### config.mk
export PLATFORM = sky130hd
export DESIGN_NAME = vga_pattern_gen
export DESIGN_NICKNAME = d
export VERILOG_FILES = /design/src/rtl/vga_pkg.sv /design/src/rtl/vga_timing_core.sv /design/src/rtl/vga_pattern_gen.sv
export SDC_FILE = /design/constraint.sdc
export NUM_CORES = 1
export LEC_CHECK = 0
export BUFFER_PORTS_ARGS = -buffer_cell sky130_fd_sc_hd__buf_2
export CAP_MARGIN = 20
export CORE_ASPECT_RATIO = 1.4
export CORE_MARGIN = 1.5
export CORE_UTILIZATION = 55
export CTS_CLUSTER_DIAMETER = 30
export DETAILED_ROUTE_END_ITERATION = 7
export PLACE_DENSITY = 0.75
export SKIP_LAST_GASP = 1
export SYNTH_ARGS = -nofsm -noshare
export SYNTH_HDL_FRONTEND = slang
export SYNTH_SLANG_ARGS = --single-unit
### constraint.sdc
create_clock -name clk -period 2.4 [get_ports clk]
set_input_delay 0 -clock clk [delete_from_list [all_inputs] [get_ports clk]]
set_output_delay 0 -clock clk [all_outputs]
set_load 0.03 [all_outputs]
### src/rtl/vga_pkg.sv
// Shared definitions for the VGA test-pattern source.
// Holds mode encodings, the colour-bar table and default 640x480 timing.
package vga_pkg;

    typedef enum logic [1:0] {
        MODE_SOLID = 2'd0,
        MODE_BARS  = 2'd1,
        MODE_CHECK = 2'd2,
        MODE_GRAD  = 2'd3
    } mode_t;

    localparam int DEF_H_ACTIVE = 640;
    localparam int DEF_H_FP     = 16;
    localparam int DEF_H_SYNC   = 96;
    localparam int DEF_H_BP     = 48;
    localparam int DEF_V_ACTIVE = 480;
    localparam int DEF_V_FP     = 10;
    localparam int DEF_V_SYNC   = 2;
    localparam int DEF_V_BP     = 33;

    // Per-channel on/off mask {R,G,B} for each of the eight bars.
    function automatic logic [2:0] bar_mask(input logic [2:0] idx);
        logic [2:0] m;
        m = 3'b000;
        case (idx)
            3'd0:    m = 3'b111;
            3'd1:    m = 3'b110;
            3'd2:    m = 3'b011;
            3'd3:    m = 3'b010;
            3'd4:    m = 3'b101;
            3'd5:    m = 3'b100;
            3'd6:    m = 3'b001;
            default: m = 3'b000;
        endcase
        return m;
    endfunction

    // Bar colour expanded to full channel width: each channel all-ones or zero.
    function automatic logic [47:0] bar_color(input logic [2:0] idx,
                                              input int cb);
        logic [2:0]  m;
        logic [47:0] c;
        m = bar_mask(idx);
        c = '0;
        for (int i = 0; i < cb; i++) begin
            c[i]        = m[0];
            c[cb + i]   = m[1];
            c[2*cb + i] = m[2];
        end
        return c;
    endfunction

endpackage

### src/rtl/vga_timing_core.sv
// Horizontal/vertical pixel counters with region decode.
// Ports: clk, reset, pix_en in; hc, vc, active/sync flags, line/frame end out.
module vga_timing_core
    import vga_pkg::*;
#(
    parameter int H_ACTIVE = DEF_H_ACTIVE,
    parameter int H_FP     = DEF_H_FP,
    parameter int H_SYNC   = DEF_H_SYNC,
    parameter int H_BP     = DEF_H_BP,
    parameter int V_ACTIVE = DEF_V_ACTIVE,
    parameter int V_FP     = DEF_V_FP,
    parameter int V_SYNC   = DEF_V_SYNC,
    parameter int V_BP     = DEF_V_BP,
    localparam int H_TOTAL = H_ACTIVE + H_FP + H_SYNC + H_BP,
    localparam int V_TOTAL = V_ACTIVE + V_FP + V_SYNC + V_BP,
    localparam int XW      = $clog2(H_TOTAL),
    localparam int YW      = $clog2(V_TOTAL)
) (
    input  logic          clk,
    input  logic          reset,
    input  logic          pix_en,
    output logic [XW-1:0] hc,
    output logic [YW-1:0] vc,
    output logic          h_act,
    output logic          v_act,
    output logic          hs_act,
    output logic          vs_act,
    output logic          line_end,
    output logic          frame_end
);

    localparam int HS_LO = H_ACTIVE + H_FP;
    localparam int HS_HI = H_ACTIVE + H_FP + H_SYNC;
    localparam int VS_LO = V_ACTIVE + V_FP;
    localparam int VS_HI = V_ACTIVE + V_FP + V_SYNC;

    always_comb begin
        line_end  = (int'(hc) == H_TOTAL - 1);
        frame_end = line_end && (int'(vc) == V_TOTAL - 1);
        h_act     = (int'(hc) < H_ACTIVE);
        v_act     = (int'(vc) < V_ACTIVE);
        hs_act    = (int'(hc) >= HS_LO) && (int'(hc) < HS_HI);
        vs_act    = (int'(vc) >= VS_LO) && (int'(vc) < VS_HI);
    end

    always_ff @(posedge clk or posedge reset) begin
        if (reset) begin
            hc <= '0;
            vc <= '0;
        end else if (pix_en) begin
            if (line_end) begin
                hc <= '0;
                vc <= frame_end ? '0 : vc + 1'b1;
            end else begin
                hc <= hc + 1'b1;
            end
        end
    end

endmodule

### src/rtl/vga_pattern_gen.sv
// VGA test-pattern source: solid, bars, checker, gradient, frame-synchronous.
// Ports: clk, reset, pix_en, mode, color in; rgb, h_sync, v_sync, video_on, frame_start out.
module vga_pattern_gen
    import vga_pkg::*;
#(
    parameter int COLOR_BITS = 4,
    parameter int H_ACTIVE   = DEF_H_ACTIVE,
    parameter int H_FP       = DEF_H_FP,
    parameter int H_SYNC     = DEF_H_SYNC,
    parameter int H_BP       = DEF_H_BP,
    parameter int V_ACTIVE   = DEF_V_ACTIVE,
    parameter int V_FP       = DEF_V_FP,
    parameter int V_SYNC     = DEF_V_SYNC,
    parameter int V_BP       = DEF_V_BP,
    parameter bit SYNC_POL   = 1'b0,
    parameter int CHECK_LOG2 = 5
) (
    input  logic                    clk,
    input  logic                    reset,
    input  logic                    pix_en,
    input  logic [1:0]              mode,
    input  logic [3*COLOR_BITS-1:0] color,
    output logic [3*COLOR_BITS-1:0] rgb,
    output logic                    h_sync,
    output logic                    v_sync,
    output logic                    video_on,
    output logic                    frame_start
);

    localparam int RGB_W   = 3 * COLOR_BITS;
    localparam int H_TOTAL = H_ACTIVE + H_FP + H_SYNC + H_BP;
    localparam int V_TOTAL = V_ACTIVE + V_FP + V_SYNC + V_BP;
    localparam int XW      = $clog2(H_TOTAL);
    localparam int YW      = $clog2(V_TOTAL);
    localparam int BAR_W   = H_ACTIVE / 8;
    localparam int BW      = (BAR_W > 1) ? $clog2(BAR_W) : 1;
    localparam int LX      = $clog2(H_ACTIVE);

    logic [XW-1:0]    hc;
    logic [YW-1:0]    vc;
    logic             h_act;
    logic             v_act;
    logic             hs_act;
    logic             vs_act;
    logic             line_end;
    logic             frame_end;

    mode_t            mode_q;
    logic [RGB_W-1:0] color_q;
    logic [BW-1:0]    bar_cnt;
    logic [2:0]       bar_idx;

    logic [2:0]            bmask;
    logic [COLOR_BITS-1:0] lvl;
    logic [RGB_W-1:0]      pix;
    logic                  active;

    vga_timing_core #(
        .H_ACTIVE (H_ACTIVE),
        .H_FP     (H_FP),
        .H_SYNC   (H_SYNC),
        .H_BP     (H_BP),
        .V_ACTIVE (V_ACTIVE),
        .V_FP     (V_FP),
        .V_SYNC   (V_SYNC),
        .V_BP     (V_BP)
    ) u_timing (
        .clk       (clk),
        .reset     (reset),
        .pix_en    (pix_en),
        .hc        (hc),
        .vc        (vc),
        .h_act     (h_act),
        .v_act     (v_act),
        .hs_act    (hs_act),
        .vs_act    (vs_act),
        .line_end  (line_end),
        .frame_end (frame_end)
    );

    always_comb begin
        active = h_act && v_act;
        bmask  = bar_mask(bar_idx);
        lvl    = hc[LX-1 -: COLOR_BITS];
        pix    = '0;
        unique case (mode_q)
            MODE_SOLID: pix = color_q;
            MODE_BARS: begin
                for (int ch = 0; ch < 3; ch++)
                    pix[ch*COLOR_BITS +: COLOR_BITS] = {COLOR_BITS{bmask[ch]}};
            end
            MODE_CHECK: begin
                if (hc[CHECK_LOG2] ^ vc[CHECK_LOG2])
                    pix = color_q;
            end
            MODE_GRAD: begin
                for (int ch = 0; ch < 3; ch++)
                    pix[ch*COLOR_BITS +: COLOR_BITS] =
                        (|color_q[ch*COLOR_BITS +: COLOR_BITS]) ? lvl : '0;
            end
            default: pix = '0;
        endcase
    end

    always_ff @(posedge clk or posedge reset) begin
        if (reset) begin
            mode_q      <= MODE_SOLID;
            color_q     <= '0;
            bar_cnt     <= '0;
            bar_idx     <= '0;
            rgb         <= '0;
            h_sync      <= ~SYNC_POL;
            v_sync      <= ~SYNC_POL;
            video_on    <= 1'b0;
            frame_start <= 1'b0;
        end else begin
            // frame_start is a single-clk strobe, cleared even on idle clks
            frame_start <= 1'b0;
            if (pix_en) begin
                rgb         <= active ? pix : '0;
                h_sync      <= hs_act ? SYNC_POL : ~SYNC_POL;
                v_sync      <= vs_act ? SYNC_POL : ~SYNC_POL;
                video_on    <= active;
                frame_start <= (hc == '0) && (vc == '0);
                if (frame_end) begin
                    mode_q  <= mode_t'(mode);
                    color_q <= color;
                end
                // bar_idx tracks hc / BAR_W without a divider
                if (line_end) begin
                    bar_cnt <= '0;
                    bar_idx <= '0;
                end else if (h_act) begin
                    if (int'(bar_cnt) == BAR_W - 1) begin
                        bar_cnt <= '0;
                        bar_idx <= bar_idx + 1'b1;
                    end else begin
                        bar_cnt <= bar_cnt + 1'b1;
                    end
                end
            end
        end
    end

endmodule

==> results.md <==
- The run finished with clean final reports.
- The arrival time of the worst setup path is between 2 and 2.5 ns.
- Buffers inserted to repair hold after CTS numbered 16.
- The slew of the pin with the lowest slew margin is 0.856 ns.
- The antenna diode count is 0.
- The maximum fanout encountered on the critical timing path is 15.
- For this run, the register share of the synthesized area comes to 0.478.
- The nature of the critical path startpoint is a register.
- The total instance count after detailed placement is 395.
- In the final layout, the share of cells above drive strength 1 is 0.245.
- TritonCTS created 9 clock buffers.
- Relative to the synthesized area, the layout overhead comes to 18.6%.
- In this run, post-CTS repair resized a total of 0 instances.
- The critical path's slowest cell is sky130_fd_sc_hd__dfrtp_1.
- The shortest clock period the worst path allows after layout is between 2 and 2.5 ns.
- The number of global-route vias before repair is 2530.
- Clock tree synthesis found a total of 60 sinks.
- In this run the mean area of a mapped cell was about 10 sq um.
- The clock skew is a little under 0.009 ns.
- The level count of the clock H-tree is 3.
- The first detailed-routing pass took 4 iterations.
- The ratio of final minimum period to clock period is 0.886.
- After synthesis, the netlist uses 53 different library cells.
- The buffer type at the clock tree root is sky130_fd_sc_hd__clkbuf_8.
- Clock-pin slew was measured on the worst setup and hold paths at around 0.070 ns.
- The met1 wire length is ~3000 um.
- The number of synthesized flops with an enable pin is 0.
- Walking the worst path, the cells encountered are inv_1 -> ha_1 -> nor2b_1 -> nand3_1 -> nor2_4 -> mux2_2.
- The cell area that synthesis handed to floorplanning was between 0.003 and 0.004 sq mm.
- The DRC violation count after routing is 0.
- By area the synthesized netlist is led by sky130_fd_sc_hd__dfrtp_1, sky130_fd_sc_hd__mux2_2, sky130_fd_sc_hd__ha_1.
- The die is 66.9 um wide.
- The filler cell count is 430.
- The worst hold path class is in2async.
- For this design the top-level I/O count stands at 33.
- After legalization and detailed placement, the total HPWL measured 5080 um.
- Headroom to the max-slew limit came out at 0.429.
- The top layer reached by signal wires is met4.
- The leading register cell type out of synthesis is sky130_fd_sc_hd__dfrtp_1.
- Setup repair after global routing left no endpoint under its margin.
- The largest single stage delay on the critical path is around 0.43 ns.
- The top cell family by delay on the critical path is simple AND/OR/NAND/NOR gates.
- The post-CTS setup-driven buffer insertion count is 0.
- The worst path required time is approximately 2.6 ns.
- Setup violations remaining at the end of the flow were counted as 0.
- Synthesis handed over a netlist of 301 instances.
- The DRC violation total after the first TritonRoute iteration is around 260.
- The hold violation total from the final report came to 0.
- The number of standard-cell rows in the floorplan is 32.
- The core box area is approximately 0.0055 sq mm.
- Across all hold checks on the routed design, the worst slack comes to 0.255 ns.
- The async set-or-reset flop fraction in the synthesized netlist is 1.00.
- The routed design uses roughly 270 um of met3 wire.
- The die covers 0.00619 sq mm.
- The count of antenna-violating nets left after detailed routing is 0.
- The initial antenna violation count is 0.
- The overall die height is between 90 and 100 um.
- Using the TritonRoute via totals, the vias-per-cell ratio works out to slightly above 6.
- The cell leakage power is roughly 0.0017 uW.
- The top cell type's share of synthesized area is 0.461.
- Wires add up to 7390 um.
- IR analysis of the VDD net gives a maximum drop of between 400 and 500 uV.
- The warning count from the yosys run is 0.
- Counting flops and latches in the post-synthesis netlist gives 60.
- The number of input and output port buffers inserted is 32.
- The net count after synthesis is 328.
- The number of nets in the layout is between 300 and 400.
- After the flow finishes, the layout carries non-filler instances totaling roughly 430.
- The number of maximum-capacitance violations is 0.
- TritonCTS built the clock tree.
- The worst-case register-to-register setup slack is approximately 0.27 ns.
- The first global-routing pass estimated 12100 um of wire.
- The average wire per standard cell is approximately 17 um.
- The worst setup path is captured at a register.
- The leftover overflow at the end of global routing is 0.
- The number of slew-limit violations in the final report is 0.
- At the later pin of the worst-skew pair, clock insertion delay measures about 0.34 ns.
- Entering global routing, the biggest net connects 28 pins.
- Setup total negative slack on the finished layout was measured at 0 ns.
- Dividing total power by cell area gives a power density of roughly 660 mW/mm^2.
- Summed over all nets, wire length on met2 after detailed routing comes to slightly below 4000 um.
- By startpoint and endpoint, the worst setup path is classified as reg2reg.
- The initial utilization of the core area, before any placement, comes to 0.570.
- The detailed router placed 2620 vias in this run.
- The cell taking the most area after synthesis is sky130_fd_sc_hd__dfrtp_1.
- The number of buffers and inverters on the critical path is 1.
- The overall fraction of global-route tracks in use is 0.264.
- At the end of routability-driven placement, the weighted congestion stood at 0.921.
- The top achievable clock speed is ~470 MHz.
- The maximum buffer depth of the clock tree is 2.
[where the power goes]
group | leakage, uW | internal, uW | total [uW] | switching (uW)
registers | 0.000787 | 1100 | 1220 | 123
logic | 0.000810 | 164 | 341 | 177
clock network | 0.0000962 | 479 | 886 | 407
total | 0.00169 | 1740 | 2450 | 707
[metal layers]
metal / global-route usage / up-vias
met5: 0 / -
met4: 0.104 / 0
met3: 0.0510 / 13
met2: 0.448 / 66
met1: 0.326 / 1299
li1: - / 1242
[state kept, by name, indices dropped and copies added, names as in the netlist]
register / flops
mode_q: 2
h_sync: 1
frame_start: 1
u_timing.hc: 10
v_sync: 1
video_on: 1
rgb: 12
bar_idx: 3
bar_cnt: 7
u_timing.vc: 10
color_q: 12
[cell usage in the layout, fill, tap and decap left out, drive strengths merged, types with 7 or more instances in the layout]
master,synthesis,routed
nand3,19,19
buf,6,42
o2bb2ai,8,8
nand2,15,15
nor2,19,19
mux2,16,16
and3,7,7
dlygate4sd3,0,16
inv,16,16
nand4,8,8
nor4,7,7
dfrtp,58,58
a21oi,11,11
ha,10,10
clkbuf,10,10
o21ai,13,13
xnor2,7,7
[worst paths after layout]
kind,cells after the start,endpoint,start
min,3,color_q[4],reset
min in group clk,3,color_q[4],color[4]
max reg2reg,6,color_q[2],u_timing.vc[0]
max in group asynchronous,4,mode_q[0],reset
max,6,color_q[2],u_timing.vc[0]
min reg2reg,1,rgb[2],rgb[2]
[layout make-up]
type                    count  area, sq um  area share
inverters                  16         60.1      0.0161
multi-input cells         209         1500       0.401
repair buffers             58          395       0.106
clock buffers              10          128      0.0342
clock inverters             6         65.1      0.0174
flip-flops and latches     60         1500       0.403
well taps                  68         85.1      0.0228
[synth_stat cells, types with 3 or more instances]
cell type                   count
sky130_fd_sc_hd__dfrtp_1       58
sky130_fd_sc_hd__nand3_1       19
sky130_fd_sc_hd__nor2_1        18
sky130_fd_sc_hd__inv_1         16
sky130_fd_sc_hd__mux2_2        16
sky130_fd_sc_hd__nand2_1       15
sky130_fd_sc_hd__o21ai_0       12
sky130_fd_sc_hd__a21oi_1       10
sky130_fd_sc_hd__clkbuf_1      10
sky130_fd_sc_hd__ha_1          10
sky130_fd_sc_hd__nand4_1        8
sky130_fd_sc_hd__o2bb2ai_1      8
sky130_fd_sc_hd__and3_1         7
sky130_fd_sc_hd__xnor2_1        7
sky130_fd_sc_hd__a221oi_1       6
sky130_fd_sc_hd__a22oi_1        6
sky130_fd_sc_hd__nor4_1         6
sky130_fd_sc_hd__o31ai_1        5
sky130_fd_sc_hd__or4_1          5
sky130_fd_sc_hd__a31oi_1        4
sky130_fd_sc_hd__nor3_1         4
sky130_fd_sc_hd__o221ai_1       4
sky130_fd_sc_hd__o22ai_1        4
sky130_fd_sc_hd__a211oi_1       3
sky130_fd_sc_hd__buf_4          3
sky130_fd_sc_hd__xor2_1         3
[tightest hold or removal path, cell delays in order]
cell	delay, ns
sky130_fd_sc_hd__dlygate4sd3_1	0.53
sky130_fd_sc_hd__buf_2	0.12
sky130_fd_sc_hd__inv_2	0.41
[through the flow]
stage / worst slack [ns] / total power, uW / utilization / instance area [sq um]
3_3_place_gp: 0.368 / 1540 / 0.612 / 3380
3_5_place_dp: 0.314 / 1550 / 0.612 / 3380
4_1_cts: 0.308 / 2460 / 0.676 / 3730
6_report: 0.273 / 2450 / 0.676 / 3730
2_1_floorplan: 0.456 / 1460 / - / 3150
5_1_grt: 0.103 / 2560 / 0.676 / 3730
[logic make-up after synthesis]
group,share of synthesized area
multiplexers,0.0636
AO/OA/AOI/OAI,0.159
buffers and inverters,0.0469
AND/OR/NAND/NOR,0.185
adder cells (fa/ha/maj),0.0397
XOR/XNOR,0.0278
flip-flops,0.478
Note: power is estimated with default switching activity, not from simulation.
